[src/rtl/stream_upsizer_if.sv]
// Handshake bundle for stream_upsizer: narrow upstream side and wide downstream side.
// Packet signals appear only when STREAM_UPSIZER_LAST_EN is defined.
interface stream_upsizer_if #(
  parameter int IN_WIDTH = 8,
  parameter int RATIO    = 4
);
  localparam int OW = IN_WIDTH * RATIO;
  localparam int CW = $clog2(RATIO);

  logic [IN_WIDTH-1:0] up_bus;
  logic                up_val;
  logic                up_rdy;
  logic [OW-1:0]       dn_bus;
  logic                dn_val;
  logic                dn_rdy;

`ifdef STREAM_UPSIZER_LAST_EN
  logic                up_last;
  logic                dn_last;
  logic [CW:0]         dn_cnt;

  modport master (
    output up_bus, up_val, up_last, dn_rdy,
    input  up_rdy, dn_bus, dn_val, dn_last, dn_cnt
  );

  modport slave (
    input  up_bus, up_val, up_last, dn_rdy,
    output up_rdy, dn_bus, dn_val, dn_last, dn_cnt
  );
`else
  modport master (
    output up_bus, up_val, dn_rdy,
    input  up_rdy, dn_bus, dn_val
  );

  modport slave (
    input  up_bus, up_val, dn_rdy,
    output up_rdy, dn_bus, dn_val
  );
`endif
endinterface

[src/rtl/stream_upsizer.sv]
// Valid/ready width up-converter packing RATIO little-endian beats into one registered word.
// Define STREAM_UPSIZER_LAST_EN to add up_last / dn_last / dn_cnt for early-closed words.
module stream_upsizer #(
  parameter int IN_WIDTH = 8,
  parameter int RATIO    = 4
) (
  input  logic            clk,
  input  logic            rst,
  stream_upsizer_if.slave io
);
  localparam int OW = IN_WIDTH * RATIO;
  localparam int CW = $clog2(RATIO);
  localparam logic [CW-1:0] LAST_LANE = CW'(RATIO - 1);

  logic [CW-1:0] cnt;
  logic [OW-1:0] acc;
  logic [OW-1:0] merged;
  logic [OW-1:0] dn_bus_q;
  logic          dn_val_q;
  logic          closing;
  logic          up_rdy;
  logic          up_acc;
  logic          dn_acc;

`ifdef STREAM_UPSIZER_LAST_EN
  logic          dn_last_q;
  logic [CW:0]   dn_cnt_q;

  assign closing = (cnt == LAST_LANE) | io.up_last;
`else
  assign closing = (cnt == LAST_LANE);
`endif

  // Only a closing beat needs the output register, so only it can be stalled.
  assign up_rdy = ~closing | ~dn_val_q | io.dn_rdy;
  assign up_acc = io.up_val & up_rdy;
  assign dn_acc = dn_val_q & io.dn_rdy;

  // Lanes above cnt are still zero in acc, so an early close leaves them cleared.
  always_comb begin
    merged = acc;
    for (int i = 0; i < RATIO; i++) begin
      if (cnt == CW'(i)) begin
        merged[i*IN_WIDTH +: IN_WIDTH] = io.up_bus;
      end
    end
  end

  always_ff @(posedge clk) begin
    if (rst) begin
      cnt       <= '0;
      acc       <= '0;
      dn_bus_q  <= '0;
      dn_val_q  <= 1'b0;
`ifdef STREAM_UPSIZER_LAST_EN
      dn_last_q <= 1'b0;
      dn_cnt_q  <= '0;
`endif
    end else begin
      if (dn_acc) begin
        dn_val_q <= 1'b0;
      end
      if (up_acc) begin
        if (closing) begin
          dn_bus_q  <= merged;
          dn_val_q  <= 1'b1;
          cnt       <= '0;
          acc       <= '0;
`ifdef STREAM_UPSIZER_LAST_EN
          dn_last_q <= io.up_last;
          dn_cnt_q  <= {1'b0, cnt} + (CW + 1)'(1);
`endif
        end else begin
          acc <= merged;
          cnt <= cnt + CW'(1);
        end
      end
    end
  end

  assign io.up_rdy  = up_rdy;
  assign io.dn_bus  = dn_bus_q;
  assign io.dn_val  = dn_val_q;
`ifdef STREAM_UPSIZER_LAST_EN
  assign io.dn_last = dn_last_q;
  assign io.dn_cnt  = dn_cnt_q;
`endif
endmodule

[src/flat_wrapper.sv]
// flat-port wrapper written by rule: the top's interface ports become plain ports
module stream_upsizer_flat 
#(
  parameter int IN_WIDTH = 8,
  parameter int RATIO    = 4
)
  (clk, rst, io_up_bus, io_up_val, io_dn_rdy, io_up_rdy, io_dn_bus, io_dn_val);
  stream_upsizer_if #(.IN_WIDTH(IN_WIDTH), .RATIO(RATIO)) io_i ();
  input  logic clk;
  input  logic rst;
  input wire logic [$bits(io_i.up_bus)-1:0] io_up_bus;
  input wire logic [$bits(io_i.up_val)-1:0] io_up_val;
  input wire logic [$bits(io_i.dn_rdy)-1:0] io_dn_rdy;
  output wire logic [$bits(io_i.up_rdy)-1:0] io_up_rdy;
  output wire logic [$bits(io_i.dn_bus)-1:0] io_dn_bus;
  output wire logic [$bits(io_i.dn_val)-1:0] io_dn_val;
  assign io_i.up_bus = io_up_bus;
  assign io_i.up_val = io_up_val;
  assign io_i.dn_rdy = io_dn_rdy;
  assign io_up_rdy = io_i.up_rdy;
  assign io_dn_bus = io_i.dn_bus;
  assign io_dn_val = io_i.dn_val;
  stream_upsizer #(.IN_WIDTH(IN_WIDTH), .RATIO(RATIO)) u_core (.clk(clk), .rst(rst), .io(io_i));
endmodule
[config.mk]
export PLATFORM = sky130hd
export DESIGN_NAME = stream_upsizer_flat
export DESIGN_NICKNAME = d
export VERILOG_FILES = /design/src/rtl/stream_upsizer_if.sv /design/src/rtl/stream_upsizer.sv /design/src/flat_wrapper.sv
export SDC_FILE = /design/constraint.sdc
export NUM_CORES = 1
export LEC_CHECK = 0
export ABC_CLOCK_PERIOD_IN_PS = 2250
export BUFFER_PORTS_ARGS = -buffer_cell sky130_fd_sc_hd__buf_2
export CAP_MARGIN = 10
export CORE_AREA = 4 4 101 74
export CTS_BUF_LIST = sky130_fd_sc_hd__clkbuf_4 sky130_fd_sc_hd__clkbuf_8 sky130_fd_sc_hd__clkbuf_16
export DETAILED_ROUTE_END_ITERATION = 7
export DIE_AREA = 0 0 105 78
export HOLD_SLACK_MARGIN = 0.1
export PLACE_DENSITY = 0.66
export SLEW_MARGIN = 15
export SYNTH_ARGS = -nofsm -noshare
export SYNTH_HDL_FRONTEND = slang
export SYNTH_SLANG_ARGS = --single-unit
[constraint.sdc]
create_clock -name clk -period 2.25 [get_ports clk]
set_clock_uncertainty 0.05 [all_clocks]
set_input_delay 0.3375 -clock clk [delete_from_list [all_inputs] [get_ports clk]]
set_output_delay 0.3375 -clock clk [all_outputs]
set_load 0.02 [all_outputs]
==> results of run 1 <==
metal layers:
metal	share of wire	wire length [um]
met3	0.053	350
met5	0	0
met4	0.0059	39
met1	0.50	3269
met2	0.44	2899
cell type report:
type	count	area share
repair buffers	56	0.1094
well taps	81	0.03332
clock inverters	2	0.003291
multi-input cells	150	0.3743
clock buffers	13	0.05677
inverters	28	0.03455
flip-flops and latches	59	0.3883
critical path, delay by kind of cell (launching register included):
family          cells  cell delay, ns
compound gates      1            0.09
flops               1            0.39
buf+inv             1            0.21
simple gates        2            0.64
fa+ha+maj           1            0.29
state kept, by name, summed over array words and instances, names as in the netlist:
register,flops
u_core.acc,24
u_core.cnt,2
u_core.io.dn_val,1
u_core.io.dn_bus,32
path summary, 6_finish.rpt:
| check | startpoint | depth (start not counted) | slack (ns) | end |
|---|---|---|---|---|
| setup / recovery | u_core.cnt[0] | 5 | 0.43 | u_core.io.dn_bus[21] |
| hold / removal | io_up_bus[6] | 3 | 0.26 | u_core.io.dn_bus[30] |
| setup reg to reg | u_core.cnt[0] | 5 | 0.43 | u_core.io.dn_bus[21] |
| hold reg to reg | u_core.acc[9] | 2 | 0.42 | u_core.acc[9] |
stage by stage:
step / utilization / std cells
3_3_place_gp: 0.4352 / 374
3_5_place_dp: 0.4352 / 374
2_1_floorplan: - / 260
6_report: 0.4630 / 389
4_1_cts: 0.4630 / 389
5_1_grt: 0.4630 / 389
report_power, final:
group	switching [uW]	internal, uW	leakage [uW]
Sequential	17.7	1080	0.000478
Combinational	163	97.3	0.000582
Clock	389	492	0.0000987
Total	570	1670	0.00116
layout by cell type (no fill, tap or decap), drive strengths merged:
| master | n |
|---|---|
| o31ai | 1 |
| inv | 27 |
| and2 | 1 |
| nand2b | 1 |
| clkinv | 3 |
| nand3b | 3 |
| nand3 | 8 |
| ha | 4 |
| buf | 56 |
| a21boi | 1 |
| nand2 | 10 |
| dfxtp | 59 |
| a211oi | 25 |
| mux2i | 24 |
| nor2 | 1 |
| clkbuf | 13 |
| a21oi | 34 |
| o21ai | 11 |
| and2b | 1 |
| o2111ai | 1 |
| o32ai | 24 |
kinds of logic (layout without fill, tap and decap cells):
group / after synthesis / in the layout / synth area share
adders and majority gates: 4 / 4 / 0.01954
DFF: 59 / 59 / 0.4612
AOI/OAI and AO/OA: 97 / 97 / 0.2775
buffers and inverters: 51 / 99 / 0.09428
muxes: 24 / 24 / 0.09380
and+or+nand+nor: 25 / 25 / 0.05374
==> results.sh, run 1 <==
export IMPL_status="finished clean"
export IMPL_total_area_of_multi_input_combinational_cells_um2=1139
export IMPL_antenna_cells=0
export IMPL_crit_chain="ha_1, nand2_1, nor2_2, buf_12, a211oi_1"
export IMPL_most_used_layer_global_route="met2"
export IMPL_dp_hpwl_um=4467
export IMPL_number_of_hold_repair_buffers_added_at_the_cts_stage=0
export IMPL_synth_common_cells="59 x dfxtp_1, 34 x a21oi_1, 27 x inv_1"
export IMPL_port_buffer_count=45
export IMPL_finish_net_count=320
export IMPL_postRouteWirelength_um=6558
export IMPL_synth_edff_count=0
export IMPL_areaGrowthSynthToFinish_pct=18.76
export IMPL_htree_levels=3
export IMPL_setup_slack_ns=0.4338
export IMPL_synth_area_um2=2561
export IMPL_final_period_utilization=0.8072
export IMPL_drt_pre_antenna_iters=5
export IMPL_initialDrtViolationCount=147
export IMPL_yosysUniqueCellTypes=28
export IMPL_die_width_um=105
export IMPL_crit_arrival_ns=1.98
export IMPL_static_leakage_power_uw=0.001159
export IMPL_cpPeakStageDelay_ns=0.39
export IMPL_pre_cts_ws_ns=0.4624
export IMPL_globalRouteMet1Util=0.2319
export IMPL_total_power_uw=2238
export IMPL_min_delay_path_class="input pin to flop"
export IMPL_fin_tns_setup_ns=0
export IMPL_fillCellCount=668
export IMPL_start_util=0.3899
export IMPL_met2_usage=0.2446
export IMPL_layout_cells_sized_above_1=0.2857
export IMPL_max_slew_worst_pin_slew_ns=0.4812
export IMPL_grt_antenna_before_repair=0
export IMPL_worstSetupStartpointType="flop"
export IMPL_io_pins=46
export IMPL_grt_pass1_wl_um=10630
export IMPL_hold_slack_ns=0.2597
export IMPL_worst_setup_path_type="flop to flop"
export IMPL_power_density_normalized_to_cell_area_nw_per_um2=735.9
export IMPL_first_global_vias=2020
export IMPL_finalCriticalPeriod_ns=1.816
export IMPL_vdd_ir_drop_max_v=0.0003183
export IMPL_postSynth_asyncResetShare=0
export IMPL_cp_end_kind="flop"
export IMPL_clkSinkCount=59
export IMPL_placed_area_um2=2859
export IMPL_slew_limit_fails=0
export IMPL_num_vias=2092
export IMPL_grt_setup_unrepaired="no"
export IMPL_slew_headroom=0.6792
export IMPL_synth_top_area_share=0.4612
export IMPL_cts_setup_buffers=0
export IMPL_area_sequential_um2=1181
export IMPL_coreArea_um2=6569
export IMPL_synthTopCellsByArea="dfxtp_1 46%, mux2i_1 9.4%, o32ai_1 8.2%, a21oi_1 6.6%, a211oi_2 5.9%"
export IMPL_syn_area_per_cell_um2=9.851
export IMPL_cts_repair_resize_count=0
export IMPL_yosys_cell_count_top_type="dfxtp_1"
export IMPL_clk_latency_ns=0.33
export IMPL_worst_path_max_delay_cell="dfxtp_1"
export IMPL_finalWeightedCongestion=0.8097
export IMPL_hold_violations=0
export IMPL_tritoncts="built"
export IMPL_ys_ff_latch=59
export IMPL_synthesized_net_count=276
export IMPL_worstPathMaxFanout=22
export IMPL_post_synth_top_area_cell="dfxtp_1"
export IMPL_final_design_area_no_fill_um2=3042
export IMPL_required_ns=2.41
export IMPL_die_y_um=78
export IMPL_cts_clk_slew_worst_paths_ns=0.06
export IMPL_grt_overflow_total=0
export IMPL_grt_util_met3=0.05736
export IMPL_synth_yosys_seq_area_share=0.4612
export IMPL_std_cell_rows=25
export IMPL_number_of_maximum_capacitance_violations=0
export IMPL_postSynthCellCount=260
export IMPL_synthesis_yosys_warnings=0
export IMPL_grt_use_total=0.1676
export IMPL_design_die_area_um2=8190
export IMPL_fmax_ghz=0.5506
export IMPL_wirelength_per_cell_um=16.86
export IMPL_cts_max_path_buffers=2
export IMPL_post_route_drc_count=0
export IMPL_finalSetupViolations=0
export IMPL_antenna_violating_nets_left=0
export IMPL_ctsRootBufferMaster="clkbuf_8"
export IMPL_drt_vias_per_instance=5.378
export IMPL_tritoncts_num_buffers=9
export IMPL_ys_flop_type="dfxtp_1"
export IMPL_grt_max_degree=60
Power figures use the tool's default switching activity.
==> run 2: changes to the inputs <==
- ABC_CLOCK_PERIOD_IN_PS: 2250 -> 1700
- clock period: 2.25 -> 1.7 ns (I/O delays scaled with it)
==> run 2 against run 1 <==
Routed wire length rose by 4.1%; first-iteration DRC count did not move; global-route usage rose by 0.48 points; clock-buffer cell count did not move; register-to-register slack got worse by 0.31 ns; critical path type unchanged; largest power group unchanged.
==> results.sh, run 2 (synthesis results as in run 1) <==
export IMPL_status="finished clean"
export IMPL_antenna_cells=0
export IMPL_static_leakage_power_uw=0.001182
export IMPL_cts_clk_slew_worst_paths_ns=0.07
export IMPL_worstSetupStartpointType="flop"
export IMPL_slew_limit_fails=0
export IMPL_htree_levels=3
export IMPL_grt_overflow_total=0
export IMPL_largest_register_ffs=32
export IMPL_worst_setup_path_type="flop to flop"
export IMPL_post_route_drc_count=0
export IMPL_crit_chain="inv_1, ha_1, buf_4, mux2i_1, a211oi_1"
export IMPL_layout_cells_sized_above_1=0.3048
export IMPL_start_util=0.3899
export IMPL_sum_of_buffers_and_inverters_on_the_critical_path=2
export IMPL_port_buffer_count=45
export IMPL_io_pins=46
export IMPL_hold_path_startpoint="io_up_bus[7]"
export IMPL_dp_hpwl_um=4580
export IMPL_design_die_area_um2=8190
export IMPL_finalCriticalPeriod_ns=1.574
export IMPL_first_global_vias=2099
export IMPL_hold_violations=0
export IMPL_grt_use_total=0.1723
export IMPL_number_of_maximum_capacitance_violations=0
export IMPL_layout_cells_most_common="dfxtp_1"
export IMPL_fillCellCount=662
export IMPL_timing_hold_worst_path_depth=3
export IMPL_crit_family="flip-flops"
export IMPL_finalWeightedCongestion=0.8416
export IMPL_area_sequential_um2=1181
export IMPL_std_cell_rows=25
export IMPL_finalSetupViolations=0
export IMPL_worst_path_max_delay_cell="dfxtp_1"
export IMPL_power_share_sequential=0.496
export IMPL_drt_pre_antenna_iters=4
export IMPL_clk_latency_ns=0.34
export IMPL_fin_tns_setup_ns=0
export IMPL_setup_slack_ns=0.1256
export IMPL_regToRegEndpoint="u_core.io.dn_bus[1]"
export IMPL_r2r_cells=5
export IMPL_required_ns=1.90
export IMPL_max_slew_worst_pin_slew_ns=0.3979
export IMPL_p_clk_frac=0.379
export IMPL_netSwitchingPower_uw=770.6
export IMPL_cp_end_kind="flop"
export IMPL_num_vias=2184
export IMPL_ctsRootBufferMaster="clkbuf_8"
export IMPL_fmax_ghz=0.6352
export IMPL_hold_slack_ns=0.1700
export IMPL_regToRegStartpoint="u_core.cnt[0]"
export IMPL_grt_antenna_before_repair=0
export IMPL_total_area_of_multi_input_combinational_cells_um2=1150
export IMPL_initialDrtViolationCount=147
export IMPL_most_common_layout_cells="59 x dfxtp_1, 45 x buf_2, 34 x a21oi_1, 27 x inv_1"
export IMPL_vdd_ir_drop_max_v=0.0004745
export IMPL_grt_max_degree=59
export IMPL_areaGrowthSynthToFinish_pct=21.01
export IMPL_timing_reg2reg_setup_slack_ns=0.13
export IMPL_slew_headroom=0.7347
export IMPL_finish_net_count=326
export IMPL_coreArea_um2=6569
export IMPL_antenna_violating_nets_left=0
export IMPL_pre_cts_ws_ns=0.06182
export IMPL_cts_setup_buffers=0
export IMPL_die_y_um=78
export IMPL_crit_arrival_ns=1.77
export IMPL_drt_vias_per_instance=5.515
export IMPL_cts_max_path_buffers=2
export IMPL_internal_power_uw=2156
export IMPL_power_density_normalized_to_cell_area_nw_per_um2=944.4
export IMPL_min_delay_path_class="input pin to flop"
export IMPL_die_width_um=105
export IMPL_timing_critical_path_from="u_core.cnt[0]"
export IMPL_tritoncts="built"
export IMPL_combinationalPowerShare=0.125
export IMPL_wirelength_per_cell_um=17.24
export IMPL_final_period_utilization=0.9261
export IMPL_finalCoreUtilization=0.4718
export IMPL_hold_end="u_core.io.dn_bus[31]"
export IMPL_grt_pass1_wl_um=11140
export IMPL_tritoncts_num_buffers=9
export IMPL_worstPathMaxFanout=6
export IMPL_cpPeakStageDelay_ns=0.40
export IMPL_sw_frac_of_total=0.2633
export IMPL_clkSinkCount=59
export IMPL_grt_setup_unrepaired="no"
export IMPL_postRouteWirelength_um=6828
==> run 2: worst min-delay path: stages <==
cell and delay [ns]:
buf_2 0.14, nand3_1 0.07, a21oi_1 0.05
==> run 2: routing by layer <==
metal,vias up,global-route usage,wire (um)
met2,58,0.2529,2936
li1,1057,-,-
met5,-,0,0
met4,0,0.06684,116
met3,14,0.05569,397
met1,1055,0.2345,3377
==> run 2: per-stage QoR <==
stage	instances	cell area [um^2]	power [uW]
finish	396	3099	2927
global route	396	3099	3039
CTS	396	3088	2944
detailed placement	379	2909	1835
global placement	379	2909	1831
floorplan	260	2561	1713
==> run 2: area by class of cell <==
| cell class | instances | share of cell area |
|---|---|---|
| sequential | 59 | 0.3811 |
| multi-input combinational | 150 | 0.3710 |
| timing repair buffer | 62 | 0.1268 |
| clock buffer | 13 | 0.04966 |
| inverter | 28 | 0.03391 |
| tap | 81 | 0.03270 |
| clock inverter | 3 | 0.004845 |
==> run 2: power by group through the flow <==
stage	sequential (uW)	combinational (uW)	clock, uW
2_1_floorplan	1490	219	0
3_3_place_gp	1480	350	0
3_5_place_dp	1480	354	0
4_1_cts	1450	361	1130
5_1_grt	1460	394	1190
6_report	1450	366	1110
==> run 2: how the worst max path moves through the flow <==
stage	to	cells past startpoint	slack (ns)
2_1_floorplan	u_core.acc[0]	6	0.22
3_3_place_gp	u_core.acc[23]	6	0.14
3_5_place_dp	u_core.acc[18]	6	0.06
4_1_cts	io_up_rdy	3	0.007
5_1_grt	u_core.io.dn_bus[2]	5	0.02
6_report	u_core.io.dn_bus[1]	5	0.13
==> run 2: what timing repair did <==
| action | in CTS | in global routing |
|---|---|---|
| hold endpoints to repair | 1 | 0 |
| hold buffers | 1 | 0 |
| gates resized for setup | 0 | 3 |
| endpoints found under the setup margin | 0 | 11 |
